$ cat src/rtl/bus_writeback_demux_pkg.sv
// Shared types and constants for the write-back demux: op encodings, widths, AC index.
package bus_writeback_demux_pkg;

  localparam int unsigned WB_DATA_W   = 24;
  localparam int unsigned WB_ADDR_W   = 3;
  localparam int unsigned WB_NUM_REGS = 8;
  localparam int unsigned AC_IDX      = 0;

  typedef enum logic [1:0] {
    OP_NOP  = 2'd0,
    OP_LOAD = 2'd1,
    OP_INC  = 2'd2,
    OP_CLR  = 2'd3
  } wb_op_e;

  // True for ops that update a register (and the zero flag) on commit.
  function automatic logic op_writes(wb_op_e op);
    return op != OP_NOP;
  endfunction

endpackage

$ cat src/rtl/bus_writeback_demux_if.sv
// Write request, commit gate and read/status signals of the write-back demux.
interface bus_writeback_demux_if #(
  parameter int unsigned DATA_W = 24,
  parameter int unsigned ADDR_W = 3
) ();

  logic              wr_valid;
  logic              wr_ready;
  logic [1:0]        wr_op;
  logic [ADDR_W-1:0] wr_dest;
  logic [DATA_W-1:0] wr_data;
  logic              commit_en;
  logic [ADDR_W-1:0] rd_sel;
  logic [DATA_W-1:0] rd_data;
  logic [DATA_W-1:0] ac_out;
  logic              z_flag;
  logic              wb_done;
  logic              busy;

  // Source selector / control unit side.
  modport master (
    output wr_valid, wr_op, wr_dest, wr_data, commit_en, rd_sel,
    input  wr_ready, rd_data, ac_out, z_flag, wb_done, busy
  );

  // Write-back demux side.
  modport slave (
    input  wr_valid, wr_op, wr_dest, wr_data, commit_en, rd_sel,
    output wr_ready, rd_data, ac_out, z_flag, wb_done, busy
  );

endinterface

$ cat src/rtl/bus_writeback_demux_wb_stage_reg.sv
// One-entry staging register: captures a write request and holds it until the
// control unit grants commit. A new entry may be captured on the commit edge.
module bus_writeback_demux_wb_stage_reg
  import bus_writeback_demux_pkg::*;
#(
  parameter int unsigned DATA_W = WB_DATA_W,
  parameter int unsigned ADDR_W = WB_ADDR_W
) (
  input  logic              clk_i,
  input  logic              rst_ni,
  input  logic              in_valid_i,
  output logic              in_ready_o,
  input  wb_op_e            in_op_i,
  input  logic [ADDR_W-1:0] in_dest_i,
  input  logic [DATA_W-1:0] in_data_i,
  input  logic              commit_en_i,
  output logic              busy_o,
  output logic              commit_o,
  output wb_op_e            op_o,
  output logic [ADDR_W-1:0] dest_o,
  output logic [DATA_W-1:0] data_o
);

  logic              valid_q, valid_d;
  wb_op_e            op_q, op_d;
  logic [ADDR_W-1:0] dest_q, dest_d;
  logic [DATA_W-1:0] data_q, data_d;
  logic              accept;

  // Handshake and next-entry selection; accept wins over the commit drain.
  always_comb begin
    in_ready_o = !valid_q || commit_en_i;
    accept     = in_valid_i && in_ready_o;
    commit_o   = valid_q && commit_en_i;
    valid_d    = valid_q;
    op_d       = op_q;
    dest_d     = dest_q;
    data_d     = data_q;
    if (commit_o) begin
      valid_d = 1'b0;
    end
    if (accept) begin
      valid_d = 1'b1;
      op_d    = in_op_i;
      dest_d  = in_dest_i;
      data_d  = in_data_i;
    end
  end

  // Entry storage; reset discards any held entry.
  always_ff @(posedge clk_i) begin
    if (!rst_ni) begin
      valid_q <= 1'b0;
      op_q    <= OP_NOP;
      dest_q  <= '0;
      data_q  <= '0;
    end else begin
      valid_q <= valid_d;
      op_q    <= op_d;
      dest_q  <= dest_d;
      data_q  <= data_d;
    end
  end

  assign busy_o = valid_q;
  assign op_o   = op_q;
  assign dest_o = dest_q;
  assign data_o = data_q;

endmodule

$ cat src/rtl/bus_writeback_demux.sv
// Write-back demux: stages one result, commits it into the register bank when the
// control unit allows, and exposes a bypassed registered read port, AC mirror and Z flag.
module bus_writeback_demux
  import bus_writeback_demux_pkg::*;
#(
  parameter int unsigned DATA_W   = WB_DATA_W,
  parameter int unsigned NUM_REGS = WB_NUM_REGS,
  parameter int unsigned ADDR_W   = WB_ADDR_W
) (
  input logic                 clk,
  input logic                 rst_n,
  bus_writeback_demux_if.slave bus
);

  logic              st_ready;
  logic              st_busy;
  logic              st_commit;
  wb_op_e            st_op;
  logic [ADDR_W-1:0] st_dest;
  logic [DATA_W-1:0] st_data;

  logic [DATA_W-1:0] regs_q [NUM_REGS];
  logic [DATA_W-1:0] regs_d [NUM_REGS];
  logic [DATA_W-1:0] rd_q, rd_d;
  logic [DATA_W-1:0] ac_q, ac_d;
  logic              z_q, z_d;
  logic              done_q, done_d;
  logic [DATA_W-1:0] old_val, new_val;
  logic              dest_ok, wr_en;

  bus_writeback_demux_wb_stage_reg #(
    .DATA_W (DATA_W),
    .ADDR_W (ADDR_W)
  ) u_stage (
    .clk_i       (clk),
    .rst_ni      (rst_n),
    .in_valid_i  (bus.wr_valid),
    .in_ready_o  (st_ready),
    .in_op_i     (wb_op_e'(bus.wr_op)),
    .in_dest_i   (bus.wr_dest),
    .in_data_i   (bus.wr_data),
    .commit_en_i (bus.commit_en),
    .busy_o      (st_busy),
    .commit_o    (st_commit),
    .op_o        (st_op),
    .dest_o      (st_dest),
    .data_o      (st_data)
  );

  // Op ALU, bank update, and read/AC selection from the post-commit bank (bypass).
  always_comb begin
    regs_d  = regs_q;
    old_val = '0;
    for (int i = 0; i < int'(NUM_REGS); i++) begin
      if (st_dest == ADDR_W'(i)) begin
        old_val = regs_q[i];
      end
    end
    new_val = '0;
    unique case (st_op)
      OP_LOAD: new_val = st_data;
      OP_INC:  new_val = old_val + DATA_W'(1);
      default: new_val = '0;
    endcase
    dest_ok = 32'(st_dest) < NUM_REGS;
    wr_en   = st_commit && op_writes(st_op) && dest_ok;
    z_d     = z_q;
    if (wr_en) begin
      z_d = (new_val == '0);
      for (int i = 0; i < int'(NUM_REGS); i++) begin
        if (st_dest == ADDR_W'(i)) begin
          regs_d[i] = new_val;
        end
      end
    end
    rd_d = '0;
    for (int i = 0; i < int'(NUM_REGS); i++) begin
      if (bus.rd_sel == ADDR_W'(i)) begin
        rd_d = regs_d[i];
      end
    end
    ac_d   = regs_d[AC_IDX];
    done_d = st_commit;
  end

  // Register bank and registered outputs.
  always_ff @(posedge clk) begin
    if (!rst_n) begin
      for (int i = 0; i < int'(NUM_REGS); i++) begin
        regs_q[i] <= '0;
      end
      rd_q   <= '0;
      ac_q   <= '0;
      z_q    <= 1'b0;
      done_q <= 1'b0;
    end else begin
      for (int i = 0; i < int'(NUM_REGS); i++) begin
        regs_q[i] <= regs_d[i];
      end
      rd_q   <= rd_d;
      ac_q   <= ac_d;
      z_q    <= z_d;
      done_q <= done_d;
    end
  end

  assign bus.wr_ready = st_ready;
  assign bus.busy     = st_busy;
  assign bus.rd_data  = rd_q;
  assign bus.ac_out   = ac_q;
  assign bus.z_flag   = z_q;
  assign bus.wb_done  = done_q;

endmodule

$ cat src/flat_wrapper.sv
// flat-port wrapper written by rule: the top's interface ports become plain ports
module bus_writeback_demux_flat import bus_writeback_demux_pkg::*;
#(
  parameter int unsigned DATA_W   = WB_DATA_W,
  parameter int unsigned NUM_REGS = WB_NUM_REGS,
  parameter int unsigned ADDR_W   = WB_ADDR_W
)
  (clk, rst_n, bus_wr_valid, bus_wr_op, bus_wr_dest, bus_wr_data, bus_commit_en, bus_rd_sel, bus_wr_ready, bus_rd_data, bus_ac_out, bus_z_flag, bus_wb_done, bus_busy);
  bus_writeback_demux_if #(.DATA_W(DATA_W), .ADDR_W(ADDR_W)) bus_i ();
  input logic clk;
  input logic rst_n;
  input wire logic [$bits(bus_i.wr_valid)-1:0] bus_wr_valid;
  input wire logic [$bits(bus_i.wr_op)-1:0] bus_wr_op;
  input wire logic [$bits(bus_i.wr_dest)-1:0] bus_wr_dest;
  input wire logic [$bits(bus_i.wr_data)-1:0] bus_wr_data;
  input wire logic [$bits(bus_i.commit_en)-1:0] bus_commit_en;
  input wire logic [$bits(bus_i.rd_sel)-1:0] bus_rd_sel;
  output wire logic [$bits(bus_i.wr_ready)-1:0] bus_wr_ready;
  output wire logic [$bits(bus_i.rd_data)-1:0] bus_rd_data;
  output wire logic [$bits(bus_i.ac_out)-1:0] bus_ac_out;
  output wire logic [$bits(bus_i.z_flag)-1:0] bus_z_flag;
  output wire logic [$bits(bus_i.wb_done)-1:0] bus_wb_done;
  output wire logic [$bits(bus_i.busy)-1:0] bus_busy;
  assign bus_i.wr_valid = bus_wr_valid;
  assign bus_i.wr_op = bus_wr_op;
  assign bus_i.wr_dest = bus_wr_dest;
  assign bus_i.wr_data = bus_wr_data;
  assign bus_i.commit_en = bus_commit_en;
  assign bus_i.rd_sel = bus_rd_sel;
  assign bus_wr_ready = bus_i.wr_ready;
  assign bus_rd_data = bus_i.rd_data;
  assign bus_ac_out = bus_i.ac_out;
  assign bus_z_flag = bus_i.z_flag;
  assign bus_wb_done = bus_i.wb_done;
  assign bus_busy = bus_i.busy;
  bus_writeback_demux #(.DATA_W(DATA_W), .NUM_REGS(NUM_REGS), .ADDR_W(ADDR_W)) u_core (.clk(clk), .rst_n(rst_n), .bus(bus_i));
endmodule
$ cat config.mk
export PLATFORM = sky130hd
export DESIGN_NAME = bus_writeback_demux_flat
export DESIGN_NICKNAME = d
export VERILOG_FILES = /design/src/rtl/bus_writeback_demux_pkg.sv /design/src/rtl/bus_writeback_demux_if.sv /design/src/rtl/bus_writeback_demux_wb_stage_reg.sv /design/src/rtl/bus_writeback_demux.sv /design/src/flat_wrapper.sv
export SDC_FILE = /design/constraint.sdc
export NUM_CORES = 1
export LEC_CHECK = 0
export CAP_MARGIN = 30
export CORE_UTILIZATION = 50
export DETAILED_ROUTE_END_ITERATION = 8
export HOLD_SLACK_MARGIN = 0.15
export PLACE_DENSITY_LB_ADDON = 0.05
export SLEW_MARGIN = 20
export SYNTH_ARGS = -nofsm -noshare
export SYNTH_HDL_FRONTEND = slang
export SYNTH_SLANG_ARGS = --single-unit
$ cat constraint.sdc
create_clock -name clk -period 3.7 [get_ports clk]
set_input_delay 0.74 -clock clk [delete_from_list [all_inputs] [get_ports clk]]
set_output_delay 0.74 -clock clk [all_outputs]
set_load 0.05 [all_outputs]
* Word level (Yosys, flattened, before mapping)
Cells that the tools add are included.
** Cells by class
- $add $sub $neg :: 1
- Eq/ne operators :: 16
- Mux-type cells :: 28
- Reduce and logical (&&, ||, !) cells :: 10
** Operator list (count)
- 24-bit two-way mux :: 24
- 192-bit two-way mux :: 1
- 24-bit one-hot mux with 2 select lines :: 1
- 24-bit by 1-bit adder with 24-bit output, second input constant :: 1
- 3-bit == test, second input constant :: 8
- 24-bit zero test :: 1
- 3-bit by 2-bit == test with 1-bit output, second input constant :: 4
- 3-bit by 1-bit == test with 1-bit output, second input constant :: 2
- 3-bit zero test :: 2
- 2-bit nonzero test :: 2
- 1-bit logical AND :: 3
- 2-bit by 1-bit == test with 1-bit output, second input constant :: 1
- 2-bit == test, second input constant :: 1
- 1-bit two-way mux :: 2
- 1-bit zero test :: 1
- 1-bit logical OR :: 1
** Word-level totals
- Register bits after elaboration :: 248
- Bits of input ports :: 36
- Output and inout bits :: 52
- Word-level logic and storage cells :: 70

* Depth between registers and ports, before layout
Gate-level depths: netlist (run 1).
- Depth in word-level cells :: 21
- Depth in mapped cells :: 17

* Modules after synthesis
From an unflattened synthesis (run 1), not the netlist that was laid out.
** Second synthesis, totals
- Cell total of the unflattened synthesis :: 1641
- Area total of the unflattened synthesis :: 13529.2 um^2
** Modules (own cells, without submodules)
- bus_writeback_demux :: instances 1, cells each 1509, area an instance 12320.6 um^2
- bus_writeback_demux_wb_stage_reg :: instances 1, cells each 132, area an instance 1208.7 um^2

* Worst setup path before layout (run 1)
OpenSTA, ideal clock, no wires.
- Path kind :: reg2reg
- Start point :: register u_core.u_stage.dest_q[2], in the netlist u_core.u_stage.dest_o[2]
- End point :: register u_core.z_q, in the netlist u_core.bus.z_flag
- Arrival :: 3341 ps
- Setup slack :: 272 ps
- Cell stages (with the launch flop) :: 15
- Clock period less this slack :: 3428 ps
- Cell sequence :: dfxtp_1 -> buf_2 -> buf_1 -> clkbuf_1 -> nand2_1 -> nand2_1 -> ha_1 -> inv_1 -> or4_1 -> a32o_1 -> clkbuf_1 -> or4_1 -> nor3_1 -> nand4_1 -> o31ai_1
** Between the ends
- Word-level cells in the longest chain between the ends :: 12
** Ends and longest elaborated chain
- start: declaration :: line bus_writeback_demux_wb_stage_reg.sv:26 : logic [ADDR_W-1:0] dest_q, dest_d;
- start signal: assignment :: line bus_writeback_demux_wb_stage_reg.sv:60 : dest_q <= dest_d;
- 3-bit zero test :: line bus_writeback_demux.sv:55 : if (st_dest == ADDR_W'(i)) begin
- 24-bit two-way mux (7 in a row) :: line bus_writeback_demux.sv:55
- 24-bit two-way mux (*) :: line bus_writeback_demux.sv:55
- 24-bit by 1-bit adder with 24-bit output (*) :: line bus_writeback_demux.sv:62 : OP_INC: new_val = old_val + DATA_W'(1);
- 24-bit one-hot mux with 2 select lines (*) :: line bus_writeback_demux.sv:60 : unique case (st_op)
- 24-bit zero test (*) :: line bus_writeback_demux.sv:69 : z_d = (new_val == '0);
- end signal: assignment :: line bus_writeback_demux.sv:102 : z_q <= z_d;
- end: declaration :: line bus_writeback_demux.sv:26 : logic z_q, z_d;
Every way passes the cells marked *; elsewhere a longest branch is shown, timed or not.
A chain may end at the register's enable or synchronous reset.

* Worst setup path after layout (run 1)
- Start point :: register u_core.u_stage.dest_q[1], in the netlist u_core.u_stage.dest_o[1]
- End point :: register u_core.rd_q[21], in the netlist u_core.bus.rd_data[21]
** Between the ends
- Word-level cells in the longest chain between the ends :: 21
** Ends and longest elaborated chain
- 3-bit zero test :: line bus_writeback_demux.sv:55, bus_writeback_demux.sv:71
- 24-bit two-way mux (8 in a row) :: line bus_writeback_demux.sv:55
- 24-bit by 1-bit adder with 24-bit output :: line bus_writeback_demux.sv:62
- 24-bit one-hot mux with 2 select lines :: line bus_writeback_demux.sv:60
- 24-bit two-way mux :: line bus_writeback_demux.sv:71 : if (st_dest == ADDR_W'(i)) begin
- 192-bit two-way mux (*) :: line bus_writeback_demux.sv:68 : if (wr_en) begin
- 24-bit two-way mux (7 in a row) :: line bus_writeback_demux.sv:78 : if (bus.rd_sel == ADDR_W'(i)) begin
- 24-bit two-way mux (*) :: line bus_writeback_demux.sv:78
- end signal: assignment :: line bus_writeback_demux.sv:100 : rd_q <= rd_d;
- end: declaration :: line bus_writeback_demux.sv:24 : logic [DATA_W-1:0] rd_q, rd_d;
Marks and branches as above.

==> reports/results.ini, run 1 <==
[routing]
via_count=14048
wirelength_mm=54.8
avgRoutedWirePerCell_um=25.2
drtPass1Iterations=6
viasPerCell=6.46
drc=0
drt_iter0_markers=1649
ant_nets=0

[power]
p_leak_nw=6.23
power_mw=6.13
p_per_area_mw_per_mm2=361
peakVddDrop_mv=0.441

[synth]
synth.top_cell.area_share=0.364
synth_edf_count=0
yosys.area.top_type=dfxtp_1
synth.area.top_cells=dfxtp_1, mux2i_1, nor2_1, nand2_1, a21oi_1
postSynthCellCount=1634
avgSynthCellArea_um2=8.35
syn-num-nets=1674
yosys_warnings=0
yosys_register_bits=248
netlist_area_mm2=0.0136
synth_common_cells=dfxtp_1, nor2_1, nand2_1
synth-async-reset-ratio=0
synthMostInstantiatedCell=dfxtp_1
ys_types=91
ys_seq_area_frac=0.364
yosys_most_used_dff=dfxtp_1

[sta]
finalCritPeriodShare=0.970
min_period_ns=3.59
clock_skew_ns=0.0110
max_freq_mhz=279
holdWs_ns=0.465
drv_slew=0
hold_viol=0
setup_violations=0
slew_headroom=0.482
tightest_slew_ns=0.773

[clocking]
clockBufferDepth=3
cts_hold_buf=0
worstSkewPairLatency_ns=0.57
h-tree-depth=1
cts-buffers-inserted=27
root_buffer=clkbuf_16
numClockSinks=248
path_clk_slew_ns=0.06
cts_tree=done

[floorplanning]
dieArea_mm2=0.0280
die_h_um=167
initial_utilization=0.508
core-area_mm2=0.0269
top_level_ports=88
die_x_um=167
rows=60

[setup_path]
path_max_fanout=16
r2r_start=u_core.u_stage.dest_o[1]$_SDFFE_PN0P_
crit_start=u_core.u_stage.dest_o[1]$_SDFFE_PN0P_
cp.arrival_ns=4.02
end_kind=flip-flop
startpoint_type=flip-flop
critPathKind=reg -> reg
worstPathRequired_ns=4.13

[finish]
multi_input_area_mm2=0.00794
final_util=0.632
drive_gt1_frac=0.195
nNetsFinal=1853
diodes=0
fill_cells=2327
instances_no_fill=2173
regArea_mm2=0.00497
final_area_mm2=0.0170
area_delta_synth_final_pct=24.5

[placement]
port_buffers=87
hpwlAfterDp_mm=38.7
placed_cells=2106
routabilityCongestion=1.01
place_area_mm2=0.0158

[outcome]
status=completed

[grt]
grt_pass1_vias=12901
grt_pass1_wl_mm=80.7
overflow=0
grt_util_all_layers=0.382
antenna_found_initial=0
grt_max_degree=46

[job]
maxCapViolations=0

[worst_hold_path]
hold_path.startpoint=u_core.u_stage.data_o[18]$_SDFFE_PN0P_
hold_path_class=reg -> reg

## cell families (layout without fill, tap and decap cells)
| logic type | after synthesis | after routing | synth area share |
|---|---|---|---|
| AO/OA/AOI/OAI | 453 | 453 | 0.225 |
| XOR/XNOR | 1 | 1 | 0.000642 |
| adder cells (fa/ha/maj) | 4 | 4 | 0.00367 |
| buffers and inverters | 174 | 372 | 0.0666 |
| flip-flops | 248 | 248 | 0.364 |
| multiplexers | 136 | 136 | 0.133 |
| AND/OR/NAND/NOR | 618 | 618 | 0.208 |
## sequential cells by signal (all words and copies together) (netlist names)
name,flops
u_core.bus.rd_data,24
u_core.bus.wb_done,1
u_core.bus.z_flag,1
u_core.regs_q,192
u_core.u_stage.busy_o,1
u_core.u_stage.data_o,24
u_core.u_stage.dest_o,3
u_core.u_stage.op_o,2
## worst max-delay path, stage by stage (launching register included)
cell and delay, ns:
dfxtp_4 0.38, buf_12 0.14, buf_6 0.14, buf_12 0.16
buf_4 0.20, mux2_2 0.35, o21ai_0 0.17, a2bb2oi_1 0.12
o21ai_1 0.36, or2_2 0.23, mux2i_1 0.08, a211oi_2 0.34
buf_12 0.19, a211oi_1 0.08, o311ai_0 0.37, nand3_1 0.12
## worst paths after layout
| path | slack (ns) | cells past startpoint | endpoint |
|---|---|---|---|
| max reg2reg | 0.11 | 15 | u_core.bus.rd_data[21]$_SDFF_PN0_ |
| max | 0.11 | 15 | u_core.bus.rd_data[21]$_SDFF_PN0_ |
| min reg2reg | 0.47 | 2 | u_core.u_stage.data_o[18]$_SDFFE_PN0P_ |
| min | 0.47 | 2 | u_core.u_stage.data_o[18]$_SDFFE_PN0P_ |
## per-stage QoR
stage | setup TNS [ns] | setup WS, ns
5_1_grt | -0.167 | -0.0576
2_1_floorplan | 0 | 0.272
3_3_place_gp | -0.336 | -0.134
4_1_cts | 0 | 0.0105
3_5_place_dp | -0.570 | -0.163
6_report | 0 | 0.110
## placed cells by master, fill, tap and decap left out, types with 8 or more instances in the layout
master           Yosys  layout
a211oi_1            39      38
a21oi_1            109     107
a31oi_1             20      20
a32oi_1              9       8
and2_1              49      49
buf_12               4      13
buf_4               34     195
clkbuf_1            87       9
clkbuf_16            0      28
clkbuf_8             0       8
clkdlybuf4s50_1      0      86
dfxtp_1            248     246
inv_1               17      14
mux2_2              18      18
mux2i_1             88      86
mux4_1              14      12
mux4_2              16      18
nand2_1            200     199
nand3_1             28      27
nand4_1             16      16
nor2_1             219     215
nor3_1              39      33
o211a_1              8       8
o211ai_1            12      12
o21a_1              12      12
o21ai_0            101      99
o21ai_1             14      16
o22ai_1             14      13
o31ai_1             14      14
## power breakdown
part | total [mW] | switching, mW | internal [mW] | leakage, nW
logic | 0.755 | 0.477 | 0.279 | 3.81
registers | 2.74 | 0.0303 | 2.71 | 2.01
clock network | 2.64 | 1.15 | 1.49 | 0.416
## final cells by class
type,instances,area share
clock buffers,43,0.0474
clock inverters,5,0.00273
inverters,20,0.00479
multi-input cells,1212,0.468
flip-flops and latches,248,0.293
well taps,341,0.0251
repair buffers,304,0.159
## metal layers
| layer | up-vias | part of all wire | track usage |
|---|---|---|---|
| met5 | - | 0 | 0 |
| li1 | 6314 | - | - |
| met2 | 928 | 0.41 | 0.568 |
| met4 | 0 | 0.052 | 0.173 |
| met1 | 6624 | 0.42 | 0.533 |
| met3 | 182 | 0.12 | 0.0787 |
## repair_timing
action / in CTS / in global routing
pin swaps: 0 / 16
hold endpoints to repair: 0 / 0
gates resized for setup: 6 / 32
setup buffers: 0 / 17
setup endpoints to repair: 8 / 24
gates cloned: 0 / 1
(Power assumes the default switching activity.)
==> inputs of run 2 (changes only) <==
--- a/config.mk
+++ b/config.mk
@@ -6,7 +6,8 @@
 export NUM_CORES = 1
 export LEC_CHECK = 0
 export CAP_MARGIN = 30
-export CORE_UTILIZATION = 50
+export CORE_ASPECT_RATIO = 1.2
+export CORE_UTILIZATION = 30
 export DETAILED_ROUTE_END_ITERATION = 8
 export HOLD_SLACK_MARGIN = 0.15
 export PLACE_DENSITY_LB_ADDON = 0.05
==> reports/results.ini, run 2 (same netlist as run 1, synthesis figures left out) <==
[sta]
hold_viol=0  ; unchanged
drv_slew=0  ; unchanged
max_freq_mhz=273  ; -2.0%
min_period_ns=3.67  ; +0.0749 ns
clock_skew_ns=0.0270  ; +0.0160 ns
grt_setup_unrepaired=yes
slew_headroom=0.473  ; -0.00942
setup_violations=0  ; unchanged
finalCritPeriodShare=0.991  ; +0.0202
tightest_slew_ns=0.788  ; +0.0154 ns

[worst_hold_path]
hold_path_class=reg -> reg
min_path_cells=2  ; unchanged
hold_path.startpoint=u_core.u_stage.data_o[14]$_SDFFE_PN0P_
hold_end=u_core.u_stage.data_o[14]$_SDFFE_PN0P_

[setup_path]
startpoint_type=flip-flop
end_kind=flip-flop
ff2ff_setup_slack_ns=0.03  ; -0.07 ns
r2r_cells=13  ; -2
crit_start=u_core.u_stage.dest_o[1]$_SDFFE_PN0P_
worstPathRequired_ns=4.17  ; +0.04 ns
r2r_start=u_core.u_stage.dest_o[1]$_SDFFE_PN0P_
critPathKind=reg -> reg
cp.arrival_ns=4.13  ; +0.11 ns
path_max_fanout=10  ; -6
timing.rr.end=u_core.bus.rd_data[13]$_SDFF_PN0_

[finish]
final_area_mm2=0.0183  ; +7.7%
largest_reg_flops=192  ; unchanged
drive_gt1_frac=0.242  ; +0.0476
regMostFlops=u_core.regs_q
instances_no_fill=2527  ; +16%
final_util=0.407  ; -0.224
area_delta_synth_final_pct=34.0
nNetsFinal=1934  ; +4.4%
final_cell_mix=buf_4, dfxtp_1, nor2_1, nand2_1, a21oi_1
diodes=0  ; unchanged
mostFrequentLayoutCell=buf_4

[routing]
avgRoutedWirePerCell_um=25.7  ; +1.9%
drtPass1Iterations=5  ; -1
via_count=13964  ; -0.60%
viasPerCell=5.53  ; -15%
drt_iter0_markers=1060  ; -36%
drc=0  ; unchanged
ant_nets=0  ; unchanged
wirelength_mm=65.0  ; +19%

[outcome]
status=completed

[clocking]
worstSkewPairLatency_ns=0.59  ; +0.02 ns
cts_tree=done
cts_hold_buf=0  ; unchanged
path_clk_slew_ns=0.06  ; about the same
clockBufferDepth=3  ; unchanged
cts-buffers-inserted=30  ; +11%
h-tree-depth=1  ; unchanged
numClockSinks=248  ; unchanged
root_buffer=clkbuf_16

[floorplanning]
initial_utilization=0.304  ; -0.204
die_x_um=197  ; +18%
die_h_um=236  ; +41%
rows=85  ; +42%
core-area_mm2=0.0449  ; +67%
dieArea_mm2=0.0463  ; +66%
top_level_ports=88  ; unchanged

[grt]
grt_max_degree=58  ; +26%
grt_pass1_wl_mm=93.6  ; +16%
grt_util_all_layers=0.277  ; -0.105
grt_pass1_vias=13501  ; +4.7%
overflow=0  ; unchanged
antenna_found_initial=1  ; +1

[power]
p_leak_nw=6.76  ; +8.5%
peakVddDrop_mv=0.367  ; -17%
power_mw=6.63  ; +8.1%
p_per_area_mw_per_mm2=362  ; +0.37%

[placement]
routabilityCongestion=0.916  ; -9.2%
place_area_mm2=0.0168  ; +6.3%
port_buffers=87  ; unchanged
placed_cells=2457  ; +17%
hpwlAfterDp_mm=47.1  ; +22%

[job]
maxCapViolations=0  ; unchanged

==> run 2: area by class of cell <==
type	instances	area [um^2]
multi-input combinational	1212	8120
clock buffer	49	892
inverter	20	80.1
clock inverter	7	124
tap	609	762
fill	4623	26600
timing repair buffer	382	3340
sequential	248	4970
==> run 2: metal layers <==
layer	vias up	wire [um]	track usage
met1	6802	29800	0.384
met5	-	11	0
li1	6464	-	-
met3	139	4120	0.0497
met4	2	2540	0.114
met2	557	28500	0.421
==> run 2: per-stage QoR <==
step	setup slack, ns	setup TNS [ns]	hold slack (ns)
after detailed placement	-0.126	-0.808	0.453
final	0.0349	0	0.467
after floorplan	0.272	0	0.432
after CTS	0.00357	0	0.467
after global placement	-0.159	-0.612	0.450
after global routing	-0.0951	-0.392	0.480
==> run 2: worst max-delay path by stage <==
stage	endpoint	depth (start not counted)
2_1_floorplan	u_core.bus.z_flag$_SDFFE_PN0P_	14
3_3_place_gp	u_core.bus.rd_data[15]$_SDFF_PN0_	14
3_5_place_dp	u_core.bus.rd_data[5]$_SDFF_PN0_	12
4_1_cts	u_core.bus.rd_data[13]$_SDFF_PN0_	13
5_1_grt	u_core.bus.rd_data[20]$_SDFF_PN0_	16
6_report	u_core.bus.rd_data[13]$_SDFF_PN0_	13
==> run 2: repair_timing <==
action                                  4_1_cts  5_1_grt
endpoints found under the setup margin       11       25
pin swaps                                     4       23
gates resized for setup                      20       60
gates cloned                                  0        2
setup buffers                                 3        9
==> run 2: worst max-delay path, stage by stage, from the launching register on <==
cell and delay, ns:
dfxtp_4 0.38, buf_12 0.13, clkbuf_16 0.16, clkbuf_16 0.19, nor3b_1 0.16, or3_4 0.42, or4_4 0.58, buf_4 0.19
nor4_4 0.30, nor3_4 0.14, o21a_1 0.26, mux2i_1 0.17, a21boi_0 0.12, a211oi_2 0.33
==> run 2: power by group <==
group,switching [mW],internal [mW],total (mW),leakage [nW]
Sequential,0.0305,2.71,2.74,2.01
Combinational,0.509,0.294,0.803,4.26
Clock,1.24,1.85,3.09,0.491
Total,1.78,4.85,6.63,6.76
